===== src/rtl/riscv_multiciclo_controle.sv =====
// Main control FSM of the multicycle RV32I core: sequences the shared memory, ALU,
// register file and PC/IR/ALUOut registers, with memory wait-states and an illegal-opcode trap.
module riscv_multiciclo_controle #(
  parameter logic [3:0] RESET_STATE = 4'd0
) (
  input  logic       clk,
  input  logic       reset,
  input  logic [6:0] opcode,
  input  logic [2:0] funct3,
  input  logic       funct7_5,
  input  logic       zero,
  input  logic       mem_ready,
  output logic       pc_write,
  output logic       adr_src,
  output logic       mem_write,
  output logic       ir_write,
  output logic       reg_write,
  output logic [1:0] result_src,
  output logic [1:0] alu_src_a,
  output logic [1:0] alu_src_b,
  output logic [2:0] alu_control,
  output logic [1:0] imm_src,
  output logic       illegal,
  output logic [3:0] state_out
);

  typedef enum logic [3:0] {
    S_FETCH    = 4'd0,
    S_DECODE   = 4'd1,
    S_MEMADR   = 4'd2,
    S_MEMREAD  = 4'd3,
    S_MEMWB    = 4'd4,
    S_MEMWRITE = 4'd5,
    S_EXECUTER = 4'd6,
    S_ALUWB    = 4'd7,
    S_EXECUTEI = 4'd8,
    S_JAL      = 4'd9,
    S_BEQ      = 4'd10,
    S_TRAP     = 4'd11
  } state_t;

  localparam logic [6:0] OP_LW  = 7'b0000011;
  localparam logic [6:0] OP_SW  = 7'b0100011;
  localparam logic [6:0] OP_R   = 7'b0110011;
  localparam logic [6:0] OP_I   = 7'b0010011;
  localparam logic [6:0] OP_BEQ = 7'b1100011;
  localparam logic [6:0] OP_JAL = 7'b1101111;

  state_t     state_reg;
  state_t     state_next;
  logic [2:0] funct_alu;
  logic       pc_write_raw;
  logic       ir_write_raw;
  logic       reg_write_raw;
  logic       mem_write_raw;

  always_ff @(posedge clk or negedge reset) begin
    if (!reset) state_reg <= state_t'(RESET_STATE);
    else        state_reg <= state_next;
  end

  // funct3/funct7 ALU decode; subtraction only for R-type (opcode[5] set), never addi.
  always_comb begin
    funct_alu = 3'b000;
    case (funct3)
      3'b000:  funct_alu = (funct7_5 & opcode[5]) ? 3'b001 : 3'b000;
      3'b010:  funct_alu = 3'b101;
      3'b110:  funct_alu = 3'b011;
      3'b111:  funct_alu = 3'b010;
      default: funct_alu = 3'b000;
    endcase
  end

  always_comb begin
    case (opcode)
      OP_SW:   imm_src = 2'b01;
      OP_BEQ:  imm_src = 2'b10;
      OP_JAL:  imm_src = 2'b11;
      default: imm_src = 2'b00;
    endcase
  end

  always_comb begin
    state_next    = S_FETCH;
    pc_write_raw  = 1'b0;
    ir_write_raw  = 1'b0;
    reg_write_raw = 1'b0;
    mem_write_raw = 1'b0;
    adr_src       = 1'b0;
    result_src    = 2'b00;
    alu_src_a     = 2'b00;
    alu_src_b     = 2'b00;
    alu_control   = 3'b000;
    illegal       = 1'b0;
    case (state_reg)
      S_FETCH: begin
        alu_src_b  = 2'b10;
        result_src = 2'b10;
        if (mem_ready) begin
          ir_write_raw = 1'b1;
          pc_write_raw = 1'b1;
          state_next   = S_DECODE;
        end else begin
          state_next   = S_FETCH;
        end
      end
      S_DECODE: begin
        alu_src_a = 2'b01;
        alu_src_b = 2'b01;
        case (opcode)
          OP_LW, OP_SW: state_next = S_MEMADR;
          OP_R:         state_next = S_EXECUTER;
          OP_I:         state_next = S_EXECUTEI;
          OP_JAL:       state_next = S_JAL;
          OP_BEQ:       state_next = S_BEQ;
          default:      state_next = S_TRAP;
        endcase
      end
      S_MEMADR: begin
        alu_src_a  = 2'b10;
        alu_src_b  = 2'b01;
        state_next = (opcode == OP_SW) ? S_MEMWRITE : S_MEMREAD;
      end
      S_MEMREAD: begin
        adr_src    = 1'b1;
        state_next = mem_ready ? S_MEMWB : S_MEMREAD;
      end
      S_MEMWB: begin
        result_src    = 2'b01;
        reg_write_raw = 1'b1;
        state_next    = S_FETCH;
      end
      S_MEMWRITE: begin
        adr_src       = 1'b1;
        mem_write_raw = 1'b1;
        state_next    = mem_ready ? S_FETCH : S_MEMWRITE;
      end
      S_EXECUTER: begin
        alu_src_a   = 2'b10;
        alu_control = funct_alu;
        state_next  = S_ALUWB;
      end
      S_EXECUTEI: begin
        alu_src_a   = 2'b10;
        alu_src_b   = 2'b01;
        alu_control = funct_alu;
        state_next  = S_ALUWB;
      end
      S_ALUWB: begin
        reg_write_raw = 1'b1;
        state_next    = S_FETCH;
      end
      // PC takes the target computed into ALUOut during DECODE; ALU forms OldPC+4 for rd.
      S_JAL: begin
        alu_src_a    = 2'b01;
        alu_src_b    = 2'b10;
        pc_write_raw = 1'b1;
        state_next   = S_ALUWB;
      end
      S_BEQ: begin
        alu_src_a    = 2'b10;
        alu_control  = 3'b001;
        pc_write_raw = zero;
        state_next   = S_FETCH;
      end
      S_TRAP: begin
        illegal    = 1'b1;
        state_next = S_TRAP;
      end
      default: state_next = S_FETCH;
    endcase
  end

  // Strobes are held off for the whole time reset is asserted, not just at the edge.
  assign pc_write  = pc_write_raw  & reset;
  assign ir_write  = ir_write_raw  & reset;
  assign reg_write = reg_write_raw & reset;
  assign mem_write = mem_write_raw & reset;
  assign state_out = state_reg;

endmodule


===== config.mk =====
export PLATFORM = sky130hd
export DESIGN_NAME = riscv_multiciclo_controle
export DESIGN_NICKNAME = d
export VERILOG_FILES = /design/src/rtl/riscv_multiciclo_controle.sv
export SDC_FILE = /design/constraint.sdc
export NUM_CORES = 1
export LEC_CHECK = 0
export ABC_CLOCK_PERIOD_IN_PS = 1700
export BUFFER_PORTS_ARGS = -buffer_cell sky130_fd_sc_hd__buf_2
export CORE_UTILIZATION = 40
export CTS_CLUSTER_DIAMETER = 100
export DETAILED_ROUTE_END_ITERATION = 10
export PLACE_DENSITY = 0.74
export SETUP_SLACK_MARGIN = 0.3
export SYNTH_ARGS = -nofsm -noshare
export SYNTH_HDL_FRONTEND = slang
export SYNTH_SLANG_ARGS = --single-unit

===== constraint.sdc =====
create_clock -name clk -period 1.7 [get_ports clk]
set_input_delay 0.255 -clock clk [delete_from_list [all_inputs] [get_ports clk]]
set_output_delay 0.255 -clock clk [all_outputs]
set_load 0.005 [all_outputs]

==> qor.yml, run 1 <==
worst_pin_slew_ns: 0.3427
finalNonFillerCells: 165
ir_drop_uv: 1321
slowest_delay_ns: 0.44
cts_buffer_depth: 2
clk_pin_slew_ns: 0.04
cpMaxStageDelayCell: "dfrtp_2"
ios: 36
cp-end-kind: "output pin"
start_util_pct: 45.70
synth_commonest_cells: "nor2_1, o21ai_0, buf_2, a21oi_1"
path_cells: "buf_6 -> and2_4 -> a21oi_2 -> o21ai_1 -> and3_1 -> buf_2"
cp.required_ns: 1.44
finalSetupViolCount: 1
synth-edff-count: 0
power_density_mw_per_mm2: 1706
drv_slew: 0
violations: "setup timing"
cp.depth: 6
drive_gt1_share_pct: 63.33
cp_top_family: "flip-flops"
syn-num-nets: 107
drt-initial-drc-count: 40
via_per_inst: 6.073
finClkSkew_ns: 0.002401
fmax_mhz: 586.8
final.setup.worst_slack_ns: -0.004281
die_x_um: 41.75
regArea_um2: 103.9
cp-start-kind: "register"
synthFlopType: "dfrtp_1"
drcViolationCount: 0
syn_area_um2: 631.9
period_share_pct: 100.3
fill_cells: 78
post-route-util_pct: 86.61
diodes: 0
fin_crit_ns: 1.704
ys_ff_latch: 4
hold_class: "input port to register"
first_global_vias: 830
port_buffers: 35
grtUsageTotal_pct: 29.08
rows: 13
core_area_mm2: 0.001383
grt_max_degree: 9
antenna_found_initial: 0
path_class: "register to output pin"
gp_congestion: 0.7794
nets: 167
clock_latency_ns: 0.26
ff2ff_path_depth: 8
dieHeight_um: 41.75
rsz0062_at_grt: "yes"
p_leak_nw: 0.5751
clockRootBuffer: "clkbuf_4"
cts_tree: "yes"
maxCapViolCount: 0
synthTopCellsByArea: "dfrtp_1, nor2_1, o21ai_0, buf_2, nand2b_1"
synth_top_area_share_pct: 15.84
routed_wl_um: 2758
multi_input_area_um2: 604.3
htree_levels: 1
synthCells: 92
dr.pass1.iters: 4
yosys.cell_count.top_type: "nor2_1"
cp_max_fo: 4
hold_viol_final: 0
routedWlPerCell_um: 16.72
hold_depth: 3
cts_sinks: 4
synth.avg_cell_area_um2: 6.868
ant_nets: 0
ys_async_sr_fraction_pct: 100.0
hpwl_um: 1434
yosysSeqAreaShare_pct: 15.84
largest_register_ffs: 4
yosysTopAreaCell: "dfrtp_1"
yosysUniqueCellTypes: 35
dieArea_mm2: 0.001743
numCtsBuffers: 3
via_count: 1002
synth_warnings: 0
r2r_slack_ns: 0.08
grt_pass1_wl_um: 3891
dp.cells: 142
cp_num_buf_inv: 2
status: "finished, violations left"
overflow: 0
critPathArrivalTime_ns: 1.45
max_slew_margin_pct: 77.08
syn2layout_area_growth_pct: 89.51
layout by cell type, fill, tap and decap left out, drive strengths merged, types with 2 or more instances in the layout:
master | synthesis | routed
a211oi | 3 | 3
a21oi | 6 | 6
and3 | 2 | 2
buf | 7 | 61
clkbuf | 0 | 3
dfrtp | 4 | 4
inv | 5 | 5
nand2 | 3 | 3
nand2b | 5 | 5
nand3 | 4 | 4
nand3b | 4 | 4
nor2 | 12 | 12
nor2b | 3 | 3
nor3 | 5 | 5
nor4 | 2 | 2
o21ai | 8 | 8
xnor2 | 2 | 2
repair_timing:
item                                    4_1_cts  5_1_grt
buffers inserted                             15        4
endpoints found under the setup margin       18       20
hold buffers                                  1        0
pin swaps                                    14        5
endpoints found under the hold margin         4        0
gates resized for setup                      37       13
stage by stage:
stage | TNS, ns | hold slack [ns] | power, mW | cell area [um2] | setup WS, ns
floorplan | 0 | -0.04059 | 0.8188 | 641.9 | 0.3003
global placement | 0 | 0.08228 | 1.132 | 853.3 | 0.2039
detailed placement | 0 | 0.08291 | 1.153 | 853.3 | 0.1808
CTS | 0 | 0.3211 | 1.774 | 1125 | 0.04775
global route | -0.1991 | 0.3869 | 2.153 | 1197 | -0.07671
finish | -0.004281 | 0.3640 | 2.043 | 1197 | -0.004281
tightest hold or removal path, cell delays in order:
cell      delay (ns)
buf_2           0.13
a211oi_1        0.09
o22ai_1         0.10
final cells by class:
class / count / share of cell area (%)
Multi-Input combinational cell: 76 / 50.47
Timing Repair Buffer: 62 / 35.84
Sequential cell: 4 / 8.673
Clock buffer: 3 / 1.881
Inverter: 5 / 1.567
Tap cell: 15 / 1.567
power by group:
part | total (mW) | leakage (nW) | switching [mW] | internal, mW
logic | 1.65 | 0.516 | 0.781 | 0.868
clock network | 0.139 | 0.0138 | 0.0591 | 0.0803
registers | 0.254 | 0.0452 | 0.108 | 0.146
total | 2.04 | 0.575 | 0.948 | 1.10
kinds of logic (layout without fill, tap and decap cells):
| logic type | count (synthesis) | count (layout) | share of synthesized area, % |
|---|---|---|---|
| simple gates | 45 | 45 | 41.98 |
| buf+inv | 12 | 70 | 8.513 |
| xor+xnor | 3 | 3 | 4.159 |
| compound gates | 26 | 26 | 26.14 |
| flops | 4 | 4 | 15.84 |
| mux | 1 | 1 | 1.584 |
| fa+ha+maj | 1 | 1 | 1.782 |
per-layer routing:
metal,track usage (%),routed length [um],vias to the layer above
li1,-,-,454
met1,36.15,1128,476
met2,47.19,1355,61
met3,7.391,203,11
met4,12.26,71,0
met5,0,0,-
worst paths after layout:
check | end | start
setup / recovery | pc_write | state_out[3]
setup reg to reg | state_out[0] | state_out[3]
min in group asynchronous | state_out[0] | reset
hold / removal | state_out[3] | opcode[4]
max in group asynchronous | state_out[1] | reset
hold reg to reg | state_out[2] | state_out[1]
Power figures use the tool's default switching activity.
==> run 2: changes to the inputs <==
- ABC_AREA: not set -> 1
- PLACE_DENSITY: 0.74 -> 0.77
==> run 2 against run 1 <==
Effect of this change:
- critical path type unchanged
- the flow now finishes without violations
- cell count is 5.5% higher
- synthesized area shrank 12%
- flip-flop and latch count did not move
- combinational power decreased by 97%
==> qor.yml, run 2 <==
cts_buffer_depth: 2  # unchanged
die_x_um: 39.19  # -6.1%
ios: 36  # unchanged
ys_ff_latch: 4  # unchanged
ys_async_sr_fraction_pct: 100.0  # unchanged
fill_cells: 95  # +22%
clk_pin_slew_ns: 0.04  # about the same
max_slew_margin_pct: 80.99  # +3.9 points
overflow: 0  # unchanged
path_class: "register to output pin"
drcViolationCount: 0  # unchanged
rows: 13  # unchanged
via_per_inst: 5.046  # -17%
cp.required_ns: 1.44  # about the same
gp_congestion: 0.8026  # +3.0%
worstReg2RegEnd: "state_out[0]"
critPathArrivalTime_ns: 1.43  # -0.02 ns
ant_nets: 0  # unchanged
drive_gt1_share_pct: 49.06  # -14 points
synth.avg_cell_area_um2: 5.074  # -26%
dieArea_mm2: 0.001535  # -12%
yosysUniqueCellTypes: 14  # -60%
syn_area_um2: 553.0  # -12%
clockRootBuffer: "clkbuf_4"
synthFlopType: "dfrtp_1"
status: "complete, no violations"
cp-end-kind: "output pin"
htree_levels: 1  # unchanged
worst_pin_slew_ns: 0.2826  # -0.06010 ns
dieHeight_um: 39.19  # -6.1%
nets: 176  # +5.4%
hold_viol_final: 0  # unchanged
fmax_mhz: 592.3  # +0.95%
port_buffers: 35  # unchanged
grtUsageTotal_pct: 29.64  # +0.56 points
cp_max_fo: 6  # +2
diodes: 0  # unchanged
first_global_vias: 771  # -7.1%
cts_tree: "yes"
synth-edff-count: 0  # unchanged
maxCapViolCount: 0  # unchanged
routed_wl_um: 2147  # -22%
finClkSkew_ns: 0.005533  # +0.003132 ns
post-route-util_pct: 72.69  # -14 points
antenna_found_initial: 0  # unchanged
via_count: 878  # -12%
numCtsBuffers: 3  # unchanged
p_leak_nw: 0.5579  # -3.0%
dr.pass1.iters: 4  # unchanged
synthTopCellsByArea: "nand2_1, dfrtp_1, nor2_1, inv_1, nand3_1"
routedWlPerCell_um: 12.34  # -26%
synth_top_area_share_pct: 19.00  # +3.2 points
rsz0062_at_grt: "yes"
r2r-start: "state_out[1]"
worstSetupEndpoint: "pc_write"
final_cell_mix: "buf_2, nand2_1, nor2_1, inv_1, nand3_1"
drv_slew: 0  # unchanged
syn-num-nets: 124  # +16%
start_util_pct: 42.50  # -3.2 points
ir_drop_uv: 183.0  # -86%
yosysSeqAreaShare_pct: 18.10  # +2.3 points
fin_crit_ns: 1.688  # -0.01597 ns
synth_commonest_cells: "nand2_1, nor2_1, inv_1, nand3_1, o21ai_0"
finalSetupViolCount: 0  # -1
hpwl_um: 1312  # -8.5%
setup_tns_ns: 0  # +0.004281 ns
synthCells: 109  # +18%
drt-initial-drc-count: 38  # -5.0%
cts_sinks: 4  # unchanged
core_area_mm2: 0.001301  # -5.9%
yosysTopAreaCell: "nand2_1"
power_density_mw_per_mm2: 276.0  # -84%
final_area_um2: 945.9  # -21%
slowest_delay_ns: 0.46  # +0.02 ns
placed_area_um2: 747.0  # -12%
synth_warnings: 0  # unchanged
grt_pass1_wl_um: 3105  # -20%
final_common_cell: "buf_2"
cp-start-kind: "register"
yosys.cell_count.top_type: "nand2_1"
cpMaxStageDelayCell: "dfrtp_2"
largest_register_ffs: 4  # unchanged
post-place-ws_ns: 0.2467  # +0.06589 ns
period_share_pct: 99.31  # -0.94 points
ff2ff_path_depth: 9  # +1
crit_top_cell: "nor2_4"
path_cells: "nor2_4 -> inv_4 -> nor2_4 -> nand2_2 -> a31oi_1 -> buf_2"
syn2layout_area_growth_pct: 71.04
crit_start: "state_out[1]"
hold_class: "input port to register"
final.setup.worst_slack_ns: 0.01169  # +0.01597 ns
grt_max_degree: 7  # -2
clock_latency_ns: 0.24  # -0.02 ns
r2r_slack_ns: 0.29  # +0.21 ns
## run 2: changes by cell type after synthesis, sizes merged, moves of 3 or more
cell / change
nor3: -4
nand3: +8
nor2: +16
a211oi: -3
nand3b: -4
buf: -7
a21oi: -6
nand2: +25
inv: +19
nor2b: -3
nand2b: -5
## run 2: worst min path at each step
stage               from      endpoint  slack [ns]  depth (start not counted)
2_1_floorplan      reset  state_out[0]       -0.04                          0
3_3_place_gp       reset  state_out[1]        0.07                          1
3_5_place_dp       reset  state_out[0]        0.07                          1
4_1_cts        opcode[6]  state_out[2]        0.33                          4
5_1_grt        opcode[6]  state_out[2]        0.35                          4
6_report       opcode[6]  state_out[2]        0.33                          4
## run 2: worst max-delay path: cells and delay by family, from the launching register on
| kind | cells | cell delay (ns) |
|---|---|---|
| compound gates | 1 | 0.15 |
| buf+inv | 2 | 0.21 |
| simple gates | 3 | 0.38 |
| flops | 1 | 0.46 |
## run 2: logic make-up after synthesis
family,synth area share (%)
and+or+nand+nor,57.47
AOI/OAI and AO/OA,8.146
DFF,18.10
buffers and inverters,16.29
## run 2: power by group
part | internal (mW) | switching [mW] | total, mW
combinational | 0.0193 | 0.0249 | 0.0442
sequential | 0.0957 | 0 | 0.0957
clock | 0.0792 | 0.0420 | 0.121
## run 2: layout make-up
cell class / count / area, um2 / area share [%]
multi-input combinational: 81 / 420.4 / 44.44
timing repair buffer: 47 / 286.5 / 30.29
sequential: 4 / 105.1 / 11.11
inverter: 24 / 92.59 / 9.788
clock buffer: 3 / 22.52 / 2.381
tap: 15 / 18.77 / 1.984
## run 2: through the flow
step / hold slack [ns] / instances / total power [mW]
global placement: 0.06786 / 159 / 0.1362
detailed placement: 0.07136 / 159 / 0.1374
finish: 0.3314 / 174 / 0.2611
global route: 0.3541 / 174 / 0.2747
CTS: 0.3347 / 172 / 0.2570
floorplan: -0.04059 / 109 / 0.1134
## run 2: repair_timing
item                                    in CTS  in global routing
endpoints found under the setup margin      13                 16
setup buffers                                9                  2
resized for setup                           17                 12
hold endpoints to repair                     4                  0
pin swaps                                    7                  3
hold buffers                                 1                  0
## run 2: per-layer routing
| layer | up-vias | global-route usage, % | wire [um] |
|---|---|---|---|
| met1 | 382 | 31.27 | 869 |
| li1 | 438 | - | - |
| met2 | 50 | 53.33 | 1111 |
| met3 | 8 | 8.092 | 122 |
| met4 | 0 | 13.79 | 44 |
| met5 | - | 0 | 0 |
